$ cat config.mk
export PLATFORM = sky130hd
export DESIGN_NAME = count_seq_monitor
export DESIGN_NICKNAME = d
export VERILOG_FILES = /design/src/rtl/count_mon_pkg.sv /design/src/rtl/count_seq_monitor_sat_counter.sv /design/src/rtl/count_seq_monitor.sv
export SDC_FILE = /design/constraint.sdc
export NUM_CORES = 1
export LEC_CHECK = 0
export CELL_PAD_IN_SITES_DETAIL_PLACEMENT = 0
export CELL_PAD_IN_SITES_GLOBAL_PLACEMENT = 2
export CORE_MARGIN = 2
export CORE_UTILIZATION = 31
export CTS_CLUSTER_DIAMETER = 50
export DETAILED_ROUTE_END_ITERATION = 12
export GPL_ROUTABILITY_DRIVEN = 0
export GPL_TIMING_DRIVEN = 0
export PLACE_DENSITY_LB_ADDON = 0.05
export REMOVE_ABC_BUFFERS = 1
export SLEW_MARGIN = 20
export SYNTH_ARGS = -nofsm -noshare
export SYNTH_HDL_FRONTEND = slang
export SYNTH_SLANG_ARGS = --single-unit
$ cat constraint.sdc
create_clock -name clk -period 2.8 [get_ports clk]
set_clock_uncertainty 0.05 [all_clocks]
set_input_delay 0.28 -clock clk [delete_from_list [all_inputs] [get_ports clk]]
set_output_delay 0.28 -clock clk [all_outputs]
set_load 0.03 [all_outputs]
$ cat src/rtl/count_mon_pkg.sv
// Shared constants for the counter sequence monitor: default widths and FSM state encodings.
package count_mon_pkg;

    localparam int DEF_WIDTH = 4;
    localparam int DEF_CNT_W = 8;

    typedef logic [1:0] state_t;

    localparam state_t ARM   = 2'd0;
    localparam state_t TRACK = 2'd1;
    localparam state_t FAULT = 2'd2;

endpackage

$ cat src/rtl/count_seq_monitor_sat_counter.sv
// Saturating up-counter with synchronous clear; holds at all-ones instead of rolling over.
module sat_counter
    import count_mon_pkg::*;
#(
    parameter int CNT_W = DEF_CNT_W
) (
    input  logic             clk,
    input  logic             reset,
    input  logic             clear,
    input  logic             inc,
    output logic [CNT_W-1:0] count
);

    always_ff @(posedge clk or posedge reset) begin
        if (reset) begin
            count <= '0;
        end else if (clear) begin
            count <= '0;
        end else if (inc && (count != '1)) begin
            count <= count + 1'b1;
        end
    end

endmodule

$ cat src/rtl/count_seq_monitor.sv
// Checks that the upstream counter advances by +1 (or wraps MAX->0) every cycle and emits
// registered wrap/match pulses, a sticky sequence error and a saturating wrap tally.
module count_seq_monitor
    import count_mon_pkg::*;
#(
    parameter int WIDTH      = DEF_WIDTH,
    parameter int CNT_W      = DEF_CNT_W,
    parameter bit ALLOW_HOLD = 1'b0
) (
    input  logic             clk,
    input  logic             reset,
    input  logic [WIDTH-1:0] q_in,
    input  logic [WIDTH-1:0] match_val,
    input  logic             clear,
    output logic             wrap_pulse,
    output logic             match_pulse,
    output logic             seq_error,
    output logic [CNT_W-1:0] wrap_count,
    output logic [1:0]       state
);

    localparam logic [WIDTH-1:0] MAXV = '1;

    logic [WIDTH-1:0] prev;
    logic [WIDTH-1:0] nxt;
    logic             from_arm;
    logic             step_ok;
    logic             wrap_ok;
    logic             hold_seen;
    logic             accept;
    logic             match_hit;
    logic             tally_inc;

    always_comb begin
        nxt       = prev + 1'b1;
        wrap_ok   = (prev == MAXV) && (q_in == '0);
        step_ok   = (prev != MAXV) && (q_in == nxt);
        hold_seen = (q_in == prev);
        accept    = step_ok || wrap_ok || (hold_seen && ALLOW_HOLD);
        // A held matching value pulses only on the first TRACK cycle after ARM captured it.
        match_hit = accept && (q_in == match_val) && (!hold_seen || from_arm);
        tally_inc = (state == TRACK) && !clear && wrap_ok;
    end

    always_ff @(posedge clk or posedge reset) begin
        if (reset) begin
            state       <= ARM;
            prev        <= '0;
            from_arm    <= 1'b0;
            wrap_pulse  <= 1'b0;
            match_pulse <= 1'b0;
            seq_error   <= 1'b0;
        end else begin
            wrap_pulse  <= 1'b0;
            match_pulse <= 1'b0;
            from_arm    <= (state == ARM);
            if (state == ARM) begin
                prev <= q_in;
            end
            if (clear) begin
                state     <= ARM;
                seq_error <= 1'b0;
            end else begin
                case (state)
                    ARM: state <= TRACK;
                    TRACK: begin
                        if (!accept) begin
                            seq_error <= 1'b1;
                            state     <= FAULT;
                        end else begin
                            prev        <= q_in;
                            wrap_pulse  <= wrap_ok;
                            match_pulse <= match_hit;
                        end
                    end
                    FAULT: state <= FAULT;
                    default: state <= ARM;
                endcase
            end
        end
    end

    sat_counter #(
        .CNT_W(CNT_W)
    ) u_tally (
        .clk  (clk),
        .reset(reset),
        .clear(clear),
        .inc  (tally_inc),
        .count(wrap_count)
    );

endmodule

== Word level (Yosys, flattened, before mapping) ==
Index checks and enable logic that the tools add are counted.
Operators by class
  multiplexer cells: 18
  equality and inequality tests: 10
  reductions and logical operators: 16
  add/subtract/negate cells: 2
Operators by type and width (number)
  2-to-1 mux 4 bit: 4
  2-to-1 mux 8 bit: 2
  equality test 4 bit: 3
  2-to-1 mux 1 bit: 9
  adder 8 x 1 -> 8 bit, second input constant: 1
  != test 8 bit, second input constant: 1
  logical AND 1 bit: 7
  one-hot mux 2 bit (3 select lines): 1
  adder 4 x 1 -> 4 bit, second input constant: 1
  equality test 4 bit, second input constant: 1
  logical NOT 4 bit: 1
  2-to-1 mux 2 bit: 2
  != test 4 bit, second input constant: 1
  nonzero test 2 bit: 2
  != test 3 bit, second input constant: 1
  equality test 2 x 1 -> 1 bit, second input constant: 1
  equality test 2 bit, second input constant: 1
  logical NOT 1 bit: 2
  logical NOT 2 bit: 1
  logical OR 1 bit: 2
  != test 2 bit, second input constant: 1
  AND reduction 2 bit: 1
Storage, ports and cells
  output and inout bits: 13
  word-level logic and storage cells: 53
  register bits: 18
  input port bits: 11

== Logic depth before layout (Yosys ltp) ==
Gate-level depths: netlist (run 1).
  depth in word-level cells: 9
  depth in mapped cells: 6
  depth with buffers taken out: 6

== By module ==
A second synthesis (run 1) with hierarchy kept.
Unflattened totals
  cell total of the unflattened synthesis: 121
  area, all modules: 1201.2 µm²
Modules (own cells, without submodules)
  count_seq_monitor: instances 1, area each 696.9 µm², sequential area each 250.2 µm², cells an instance 72
  sat_counter: instances 1, area each 504.2 µm², sequential area each 200.2 µm², cells an instance 49

== Worst setup path after synthesis (run 1) ==
No wires, ideal clock.
  kind: register to register
  from: reg state[1]
  to: reg prev[0]
  data required time: 2625 ps
  stages on the path, launching flop included: 7
  setup time: 125 ps
  slack: 856 ps
  arrival: 1769 ps
  clock period less this slack: 1944 ps
  buffers on the path: 0
  cells stage by stage: dfrtp_1 inv_1 ha_1 nor2b_1 nand3_1 o21ai_1 mux2_2
Between the ends
  longest elaborated chain between the ends: 5
  elaborated cells between the ends (all ways): 6
  classes of those cells: eq/ne (1); mux (4); reduce/logical (1)
Ends and longest elaborated chain
  start, declared: line count_seq_monitor.sv:19  | output logic [1:0] state
  start signal, assigned: line count_seq_monitor.sv:47  | state <= ARM;
  start signal, assigned: line count_seq_monitor.sv:61  | state <= ARM;
  start signal, assigned: line count_seq_monitor.sv:65  | ARM: state <= TRACK;
  logical NOT 2 bit: line count_seq_monitor.sv:57  | if (state == ARM) begin
  2-to-1 mux 4 bit: line count_seq_monitor.sv:57
  2-to-1 mux 4 bit: line count_seq_monitor.sv:67  | if (!accept) begin
  2-to-1 mux 4 bit: line count_seq_monitor.sv:64  | case (state)
  2-to-1 mux 4 bit (*): line count_seq_monitor.sv:60  | if (clear) begin
  end signal, assigned: line count_seq_monitor.sv:58  | prev <= q_in;
  end signal, assigned: line count_seq_monitor.sv:71  | prev <= q_in;
  end, declared: line count_seq_monitor.sv:24  | logic [WIDTH-1:0] prev;
Every way passes the cells marked *; elsewhere a longest branch is shown, timed or not.
A chain may end at the register's enable or synchronous reset.

== Worst setup path after layout (run 1) ==
  from: reg prev[0]
  to: reg prev[2]
Between the ends
  longest elaborated chain between the ends: 7
  elaborated cells between the ends (all ways): 10
  classes of those cells: add/sub (1); eq/ne (3); mux (3); reduce/logical (3)
Ends and longest elaborated chain
  adder 4 x 1 -> 4 bit: line count_seq_monitor.sv:35  | nxt = prev + 1'b1;
  equality test 4 bit: line count_seq_monitor.sv:37  | step_ok = (prev != MAXV) && (q_in == nxt);
  logical AND 1 bit: line count_seq_monitor.sv:37
  logical OR 1 bit (*): line count_seq_monitor.sv:39  | accept = step_ok || wrap_ok || (hold_seen && ALLOW_HOLD);
  2-to-1 mux 4 bit (*): line count_seq_monitor.sv:67
  2-to-1 mux 4 bit (*): line count_seq_monitor.sv:64
  2-to-1 mux 4 bit (*): line count_seq_monitor.sv:60
Marked as above.

==> results.yml, run 1 <==
place:
  io_buffers: 23
  hpwl_um: 1716
global_route:
  grt-ovfl-total: 0
  first_global_vias: 844
  grt_use_total_pct: 12.65
  grt_pass1_wl_um: 4036
  grt_max_degree: 19
  antenna_found_initial: 0
worst_setup_path:
  endpoint_kind: "register"
  worstPathMaxFanout: 4
  r2r_end: "prev[2]$_DFF_PP0_"
  crit_path_start: "prev[0]$_DFF_PP0_"
  rr_worst_depth: 6
  r2r-start: "prev[0]$_DFF_PP0_"
  critPathKind: "reg2reg"
  endpoint: "prev[2]$_DFF_PP0_"
  reg2reg_slack_ns: 0.66
  timing.critical_path.required_ns: 2.95
  worstPathArrival_ns: 2.28
  timing.critical_path.from_type: "register"
synthesis:
  syn_area_sq_um: 1097
  synth_top_area_share_pct: 41.05
  ys.warnings.count: 0
  async_reset_ff_share_pct: 100.0
  yosysTopAreaCell: "dfrtp_1"
  synth_cells: 104
  synth.distinct_cells: 29
  yosys-top-cells-count: "18 x dfrtp_1, 11 x nor2_1, 10 x xnor2_1, 9 x nand2_1"
  syn_area_per_cell_sq_um: 10.55
  ys_ff_latch: 18
  synth-edff-count: 0
  ys_seq_area_share_pct: 41.05
  yosysMostFrequentCell: "dfrtp_1"
  synth.area.top_cells: "dfrtp_1 41%, xnor2_1 8.0%, ha_1 5.7%"
  synth_ff_type: "dfrtp_1"
floorplan:
  core_sq_um: 3363
  rows: 21
  ios: 24
  initial_utilization_pct: 32.63
  dieArea_sq_um: 4032
  die_h_um: 63.50
  fp.dieW_um: 63.50
clocking:
  clk_pin_slew_worst_paths_ns: 0.11
  cts_tree: "yes"
  cts_sinks: 18
  htree_levels: 1
  insertion_delay_ns: 0.30
  post_cts_buffers: 0
  cts-resized-gates: 0
  clockRootBuffer: "clkbuf_4"
  cts_hold_buf: 0
  clockBufferDepth: 2
  numCtsBuffers: 3
sta:
  period_minus_slack_ns: 2.135
  finalHoldViolations: 0
  setup_viol: 0
  fin_crit_sh_pct: 76.26
  tightestPinTransition_ns: 0.7341
  setup_tns_ns: 0
  timing.slew.headroom_pct: 51.01
  max_freq_mhz: 468.3
  rsz0062_at_grt: "false"
  slew_viol_final: 0
drt:
  vias: 826
  via_per_inst: 4.693
  wirelength_um: 2245
  antenna_left: 0
  drt_iter0_markers: 20
  remaining_drc_errors: 0
  dr.pass1.iters: 4
  wire_per_inst_um: 12.76
status:
  status: "finished clean"
power:
  power.total_mw: 0.9623
  p_leak_nw: 0.5606
  ir_drop_mv: 0.4318
  power_density_nw_per_um2: 678.8
finish:
  n_antenna_cell: 0
  drive_gt1_share_pct: 10.00
  multi_input_area_sq_um: 624.3
  nNetsFinal: 147
  syn_to_final_growth_pct: 29.19
  register_area_sq_um: 450.4
  fillCellCount: 352
run:
  drv_cap: 0
min_path:
  hold_path_class: "in2async"
worst min path at each step:
| stage | from | endpoint | slack, ns | cells past startpoint |
|---|---|---|---|---|
| floorplan | reset | from_arm$_DFF_PP0_ | 0.17 | 1 |
| global placement | seq_error$_DFFE_PP0P_ | seq_error$_DFFE_PP0P_ | 0.44 | 1 |
| detailed placement | seq_error$_DFFE_PP0P_ | seq_error$_DFFE_PP0P_ | 0.45 | 1 |
| CTS | reset | u_tally.count[4]$_DFFE_PP0P_ | 0.37 | 2 |
| global route | reset | u_tally.count[4]$_DFFE_PP0P_ | 0.40 | 2 |
| finish | reset | u_tally.count[4]$_DFFE_PP0P_ | 0.34 | 2 |
where the power goes:
part	switching (mW)	internal [mW]
clock	0.0868	0.0794
sequential	0.0506	0.317
combinational	0.229	0.200
cell usage in the layout (no fill, tap or decap), types with 3 or more instances in the layout:
cell,count
and3_1,4
clkbuf_4,3
clkdlybuf4s50_1,23
dfrtp_1,18
ha_1,5
inv_1,5
mux2_1,4
mux2_2,4
mux2i_1,3
nand2_1,9
nand4_1,4
nor2_1,11
nor2b_1,4
xnor2_1,10
xor2_1,4
logic make-up (layout without fill, tap and decap cells):
family | Yosys count | after routing | synth area share [%]
xor+xnor | 14 | 14 | 11.17
compound gates | 10 | 10 | 8.780
fa+ha+maj | 5 | 5 | 5.701
flops | 18 | 18 | 41.05
mux | 11 | 11 | 10.95
buf+inv | 6 | 32 | 2.052
simple gates | 40 | 40 | 20.30
layer usage:
metal	share of wire [%]	GRT usage, %
met5	0	0
met4	1.3	3.261
met3	2.8	3.214
met2	50	22.50
met1	46	15.06
area by class of cell:
cell class,instances,area share [%]
inverter,5,1.324
multi-input combinational,80,44.04
sequential,18,31.77
timing repair buffer,23,16.24
tap,46,4.060
clock buffer,4,2.560
critical path, stage by stage (launching register included):
cell     delay [ns]
dfrtp_1        0.43
ha_1           0.25
and3_1         0.25
nor3_1         0.20
a21oi_1        0.10
o21ai_1        0.37
mux2_2         0.38
sequential cells by signal, summed over array words and instances, names as in the netlist:
register       flops
u_tally.count      8
prev               4
state              2
from_arm           1
match_pulse        1
seq_error          1
wrap_pulse         1
stage by stage:
step / util [%] / instance area, sq um / worst slack, ns / cells / hold WS (ns)
global route: 42.15 / 1418 / 0.5443 / 176 / 0.4031
CTS: 42.15 / 1418 / 0.6569 / 176 / 0.3736
global placement: 41.07 / 1381 / 0.4218 / 172 / 0.4426
detailed placement: 41.07 / 1381 / 0.4215 / 172 / 0.4525
finish: 42.15 / 1418 / 0.6647 / 176 / 0.3383
floorplan: - / 1094 / 0.8561 / 103 / 0.1686
Power figures use the tool's default switching activity.
==> inputs of run 2 (changes only) <==
- clock period: 2.8 -> 2.1 ns (I/O delays scaled with it)
==> run 2 against run 1 <==
  * Hold slack worse by 0.066 ns
  * Power is 37% higher
  * Via count is 0.24% higher
  * Critical path type unchanged
==> results.yml, run 2 (synthesis results as in run 1) <==
finish:
  fillCellCount: 353
  final_core_util_pct: 42.78
  final_cell_mix: "23 x clkdlybuf4s50_1, 18 x dfrtp_1, 10 x xnor2_1, 10 x nor2_1, 9 x nand2_1"
  syn_to_final_growth_pct: 31.13
  reg_top3: "u_tally.count x8, prev x4, state x2"
  largest_reg_flops: 8
  final_common_cell: "clkdlybuf4s50_1"
  n_antenna_cell: 0
  instances_no_fill: 176
  drive_gt1_share_pct: 13.08
  nNetsFinal: 147
  final_area_sq_um: 1439
  top_register: "u_tally.count"
worst_setup_path:
  endpoint_kind: "register"
  timing.critical_path.from_type: "register"
  reg2reg_slack_ns: 0.12
  rr_worst_depth: 6
  r2r_end: "prev[2]$_DFF_PP0_"
  r2r-start: "prev[0]$_DFF_PP0_"
  worstPathArrival_ns: 2.12
  timing.critical_path.required_ns: 2.24
  critPathKind: "reg2reg"
  worstPathMaxFanout: 4
global_route:
  grt-ovfl-total: 0
  first_global_vias: 859
  grt_util_met2_pct: 22.89
  gr-usage-met3_pct: 3.214
  grt_pass1_wl_um: 4084
  antenna_found_initial: 0
  grt_max_degree: 19
  grt_use_total_pct: 12.77
  grt_util_met1_pct: 15.06
  top_usage_layer: "met2"
sta:
  slew_viol_final: 0
  fin_crit_sh_pct: 94.12
  setup_viol: 0
  finalHoldViolations: 0
  timing.slew.headroom_pct: 50.81
  tightestPinTransition_ns: 0.7370
  rsz0062_at_grt: "false"
  period_minus_slack_ns: 1.977
  max_freq_mhz: 505.9
power:
  ir_drop_mv: 0.5777
  power.total_mw: 1.321
  p_leak_nw: 0.5624
  power_density_nw_per_um2: 918.3
place:
  placed_area_sq_um: 1381
  dp.cells: 172
  hpwl_um: 1716
  io_buffers: 23
drt:
  via_per_inst: 4.705
  vias: 828
  antenna_left: 0
  dr.pass1.iters: 3
  drt_iter0_markers: 15
  wirelength_um: 2271
  remaining_drc_errors: 0
  wire_per_inst_um: 12.90
clocking:
  clockRootBuffer: "clkbuf_4"
  htree_levels: 1
  insertion_delay_ns: 0.30
  cts_sinks: 18
  cts_tree: "yes"
  clk_pin_slew_worst_paths_ns: 0.11
  clockBufferDepth: 2
  numCtsBuffers: 3
floorplan:
  ios: 24
  rows: 21
  dieArea_sq_um: 4032
  die_h_um: 63.50
  core_sq_um: 3363
  initial_utilization_pct: 32.63
  fp.dieW_um: 63.50
status:
  status: "finished clean"
min_path:
  hold_path_class: "in2async"
run:
  drv_cap: 0
==> run 2: cell types whose count changed in the layout (fill, tap and decap cells not counted) <==
| cell | before | now |
|---|---|---|
| and3_1 | 4 | 3 |
| and3_2 | 0 | 1 |
| nor2_1 | 11 | 10 |
| nor2_2 | 0 | 1 |
| nor4_1 | 2 | 1 |
| nor4_2 | 0 | 1 |
| o21ai_0 | 1 | 0 |
| o21ai_4 | 0 | 1 |
==> run 2: how the worst max path moves through the flow <==
stage,start,endpoint,cells past startpoint
floorplan,state[1]$_DFFE_PP0P_,prev[0]$_DFF_PP0_,6
global placement,q_in[2],prev[2]$_DFF_PP0_,6
detailed placement,q_in[1],u_tally.count[3]$_DFFE_PP0P_,6
CTS,prev[0]$_DFF_PP0_,prev[2]$_DFF_PP0_,6
global route,state[1]$_DFFE_PP0P_,prev[0]$_DFF_PP0_,6
finish,prev[0]$_DFF_PP0_,prev[2]$_DFF_PP0_,6
==> run 2: worst max-delay path, cell delays in order (launching register included) <==
cell and delay (ns):
dfrtp_1 0.43, ha_1 0.25, and3_2 0.26, nor3_1 0.19, a21oi_1 0.12, o21ai_4 0.22, mux2_2 0.36
==> run 2: report_power, final <==
group	internal (mW)	switching (mW)
sequential	0.422	0.0681
combinational	0.280	0.331
clock	0.106	0.113
total	0.808	0.513
==> run 2: cell type report <==
cell class	instances	area (sq um)	area share [%]
sequential	18	450.4	31.30
timing repair buffer	23	230.2	16.00
multi-input combinational	80	645.6	44.87
tap	46	57.56	4.000
clock buffer	4	36.28	2.522
inverter	5	18.77	1.304
==> run 2: through the flow <==
step	worst slack, ns	hold WS (ns)	TNS (ns)
floorplan	0.1561	0.09857	0
global placement	-0.2082	0.4426	-1.531
detailed placement	-0.2085	0.4525	-1.452
CTS	0.06234	0.3036	0
global route	0.01740	0.3331	0
finish	0.1234	0.2726	0
==> run 2: repair_timing <==
action	in CTS	in global routing
hold buffers	0	0
gates resized for setup	1	5
setup buffers	0	0
pin swaps	0	1
setup endpoints to repair	4	7
==> run 2: layer usage <==
metal  share of wire [%]  up-vias
met5                   0        -
met4                 1.3        0
met3                 3.3        5
met2                  50       13
met1                  45      393
li1                    -      417
==> inputs of run 3 (changes only) <==
- CORE_MARGIN: 2 -> 5
- GPL_TIMING_DRIVEN: 0 -> unset
- PLACE_DENSITY_LB_ADDON: 0.05 -> 0.3
==> run 3 against run 2 <==
  * Global-route usage decreased by 1.3 points
  * Wire length grew 9.9%
  * Non-clock buffer count grew 15
  * Cell area is 6.6% higher
  * Sequential share of layout area fell by 1.9 points
  * Register-to-register slack better by 0.02 ns
==> results.yml, run 3 (synthesis results as in run 1) <==
status:
  status: "finished clean"
clocking:
  post_cts_buffers: 0
  clockBufferDepth: 2
  clockRootBuffer: "clkbuf_4"
  htree_levels: 1
  cts_hold_buf: 0
  clk_pin_slew_worst_paths_ns: 0.11
  cts-resized-gates: 0
  insertion_delay_ns: 0.28
  cts_tree: "yes"
  cts_sinks: 18
  numCtsBuffers: 3
worst_setup_path:
  rr_worst_depth: 6
  max_stage_delay_ns: 0.43
  r2r-start: "prev[0]$_DFF_PP0_"
  crit_chain: "ha_1, and3_1, nor3_1, a21oi_1, o21ai_2, mux2_2"
  cpMaxStageDelayCell: "dfrtp_1"
  critPathKind: "reg2reg"
  reg2reg_slack_ns: 0.15
  r2r_end: "prev[0]$_DFF_PP0_"
  endpoint_kind: "register"
  timing.critical_path.from_type: "register"
  cp_top_family: "flip-flops"
  cp_num_cells: 6
  crit_path_start: "prev[0]$_DFF_PP0_"
  worstPathMaxFanout: 4
  path_buf_inv: 0
  timing.critical_path.required_ns: 2.23
  worstPathArrival_ns: 2.08
finish:
  fillCellCount: 328
  largest_reg_flops: 8
  syn_to_final_growth_pct: 39.79
  n_antenna_cell: 0
  drive_gt1_share_pct: 20.00
  nNetsFinal: 162
  final_common_cell: "clkdlybuf4s50_1"
  final_cell_mix: "23 x clkdlybuf4s50_1, 18 x dfrtp_1, 15 x buf_4"
  top_register: "u_tally.count"
  final_core_util_pct: 45.26
  final_area_sq_um: 1534
  reg_top3: "u_tally.count x8, prev x4, state x2"
power:
  power.total_mw: 1.386
  power_density_nw_per_um2: 903.2
  p_leak_nw: 0.6364
  ir_drop_mv: 0.5346
sta:
  final.setup.worst_slack_ns: 0.1457
  timing.slew.headroom_pct: 77.24
  fin_crit_sh_pct: 93.06
  setup_viol: 0
  period_minus_slack_ns: 1.954
  max_freq_mhz: 511.7
  finalHoldViolations: 0
  tightestPinTransition_ns: 0.3389
  hold_slack_ns: 0.1708
  rsz0062_at_grt: "false"
  slew_viol_final: 0
floorplan:
  fp.dieW_um: 69.50
  rows: 21
  core_sq_um: 3390
  dieArea_sq_um: 4830
  initial_utilization_pct: 32.37
  die_h_um: 69.50
  ios: 24
global_route:
  grt_max_degree: 19
  first_global_vias: 979
  grt_pass1_wl_um: 4567
  grt_use_total_pct: 11.45
  grt-ovfl-total: 0
  antenna_found_initial: 0
drt:
  via_per_inst: 4.581
  dr.pass1.iters: 2
  wire_per_inst_um: 13.06
  vias: 875
  drt_iter0_markers: 47
  antenna_left: 0
  wirelength_um: 2495
  remaining_drc_errors: 0
place:
  hpwl_um: 2007
  io_buffers: 23
  place_ws_ns: -0.1167
  placed_area_sq_um: 1494
min_path:
  hold_path_class: "in2async"
run:
  drv_cap: 0
run 3: changes by cell type in the layout (fill, tap and decap cells not counted), sizes merged:
| cell | before | now |
|---|---|---|
| buf | 0 | 15 |
run 3: worst register-to-register path, cell delays in order (launching register included):
cell	delay (ns)
dfrtp_1	0.43
ha_1	0.26
and3_1	0.21
nor3_1	0.19
a21oi_1	0.10
o21ai_2	0.24
mux2_2	0.37
run 3: worst max-delay path by stage:
stage	slack, ns	end
final	0.15	prev[0]$_DFF_PP0_
after global routing	0.005	prev[0]$_DFF_PP0_
after CTS	0.04	prev[0]$_DFF_PP0_
after detailed placement	-0.12	prev[0]$_DFF_PP0_
after global placement	-0.07	prev[2]$_DFF_PP0_
after floorplan	0.16	prev[0]$_DFF_PP0_
run 3: layout make-up:
class                   instances  area [sq um]  share of cell area [%]
clock buffers                   4         36.28                   2.365
inverters                       5         18.77                   1.223
multi-input cells              80         628.1                   40.95
flip-flops and latches         18         450.4                   29.36
well taps                      46         57.56                   3.752
repair buffers                 38         342.8                   22.35
run 3: stage by stage:
step | instances | setup TNS, ns
2_1_floorplan | 103 | 0
6_report | 191 | 0
3_5_place_dp | 187 | -0.5375
3_3_place_gp | 187 | -0.3495
5_1_grt | 191 | 0
4_1_cts | 191 | 0
run 3: report_power, final:
part           switching (mW)  internal [mW]
clock network           0.108          0.106
logic                   0.330          0.349
registers              0.0712          0.423
total                   0.508          0.877
run 3: per-layer routing:
| metal | track usage, % | share of wire, % |
|---|---|---|
| met1 | 13.51 | 44 |
| met2 | 20.44 | 52 |
| met3 | 4.058 | 4.2 |
| met4 | 1.302 | 0 |
| met5 | 0 | 0 |
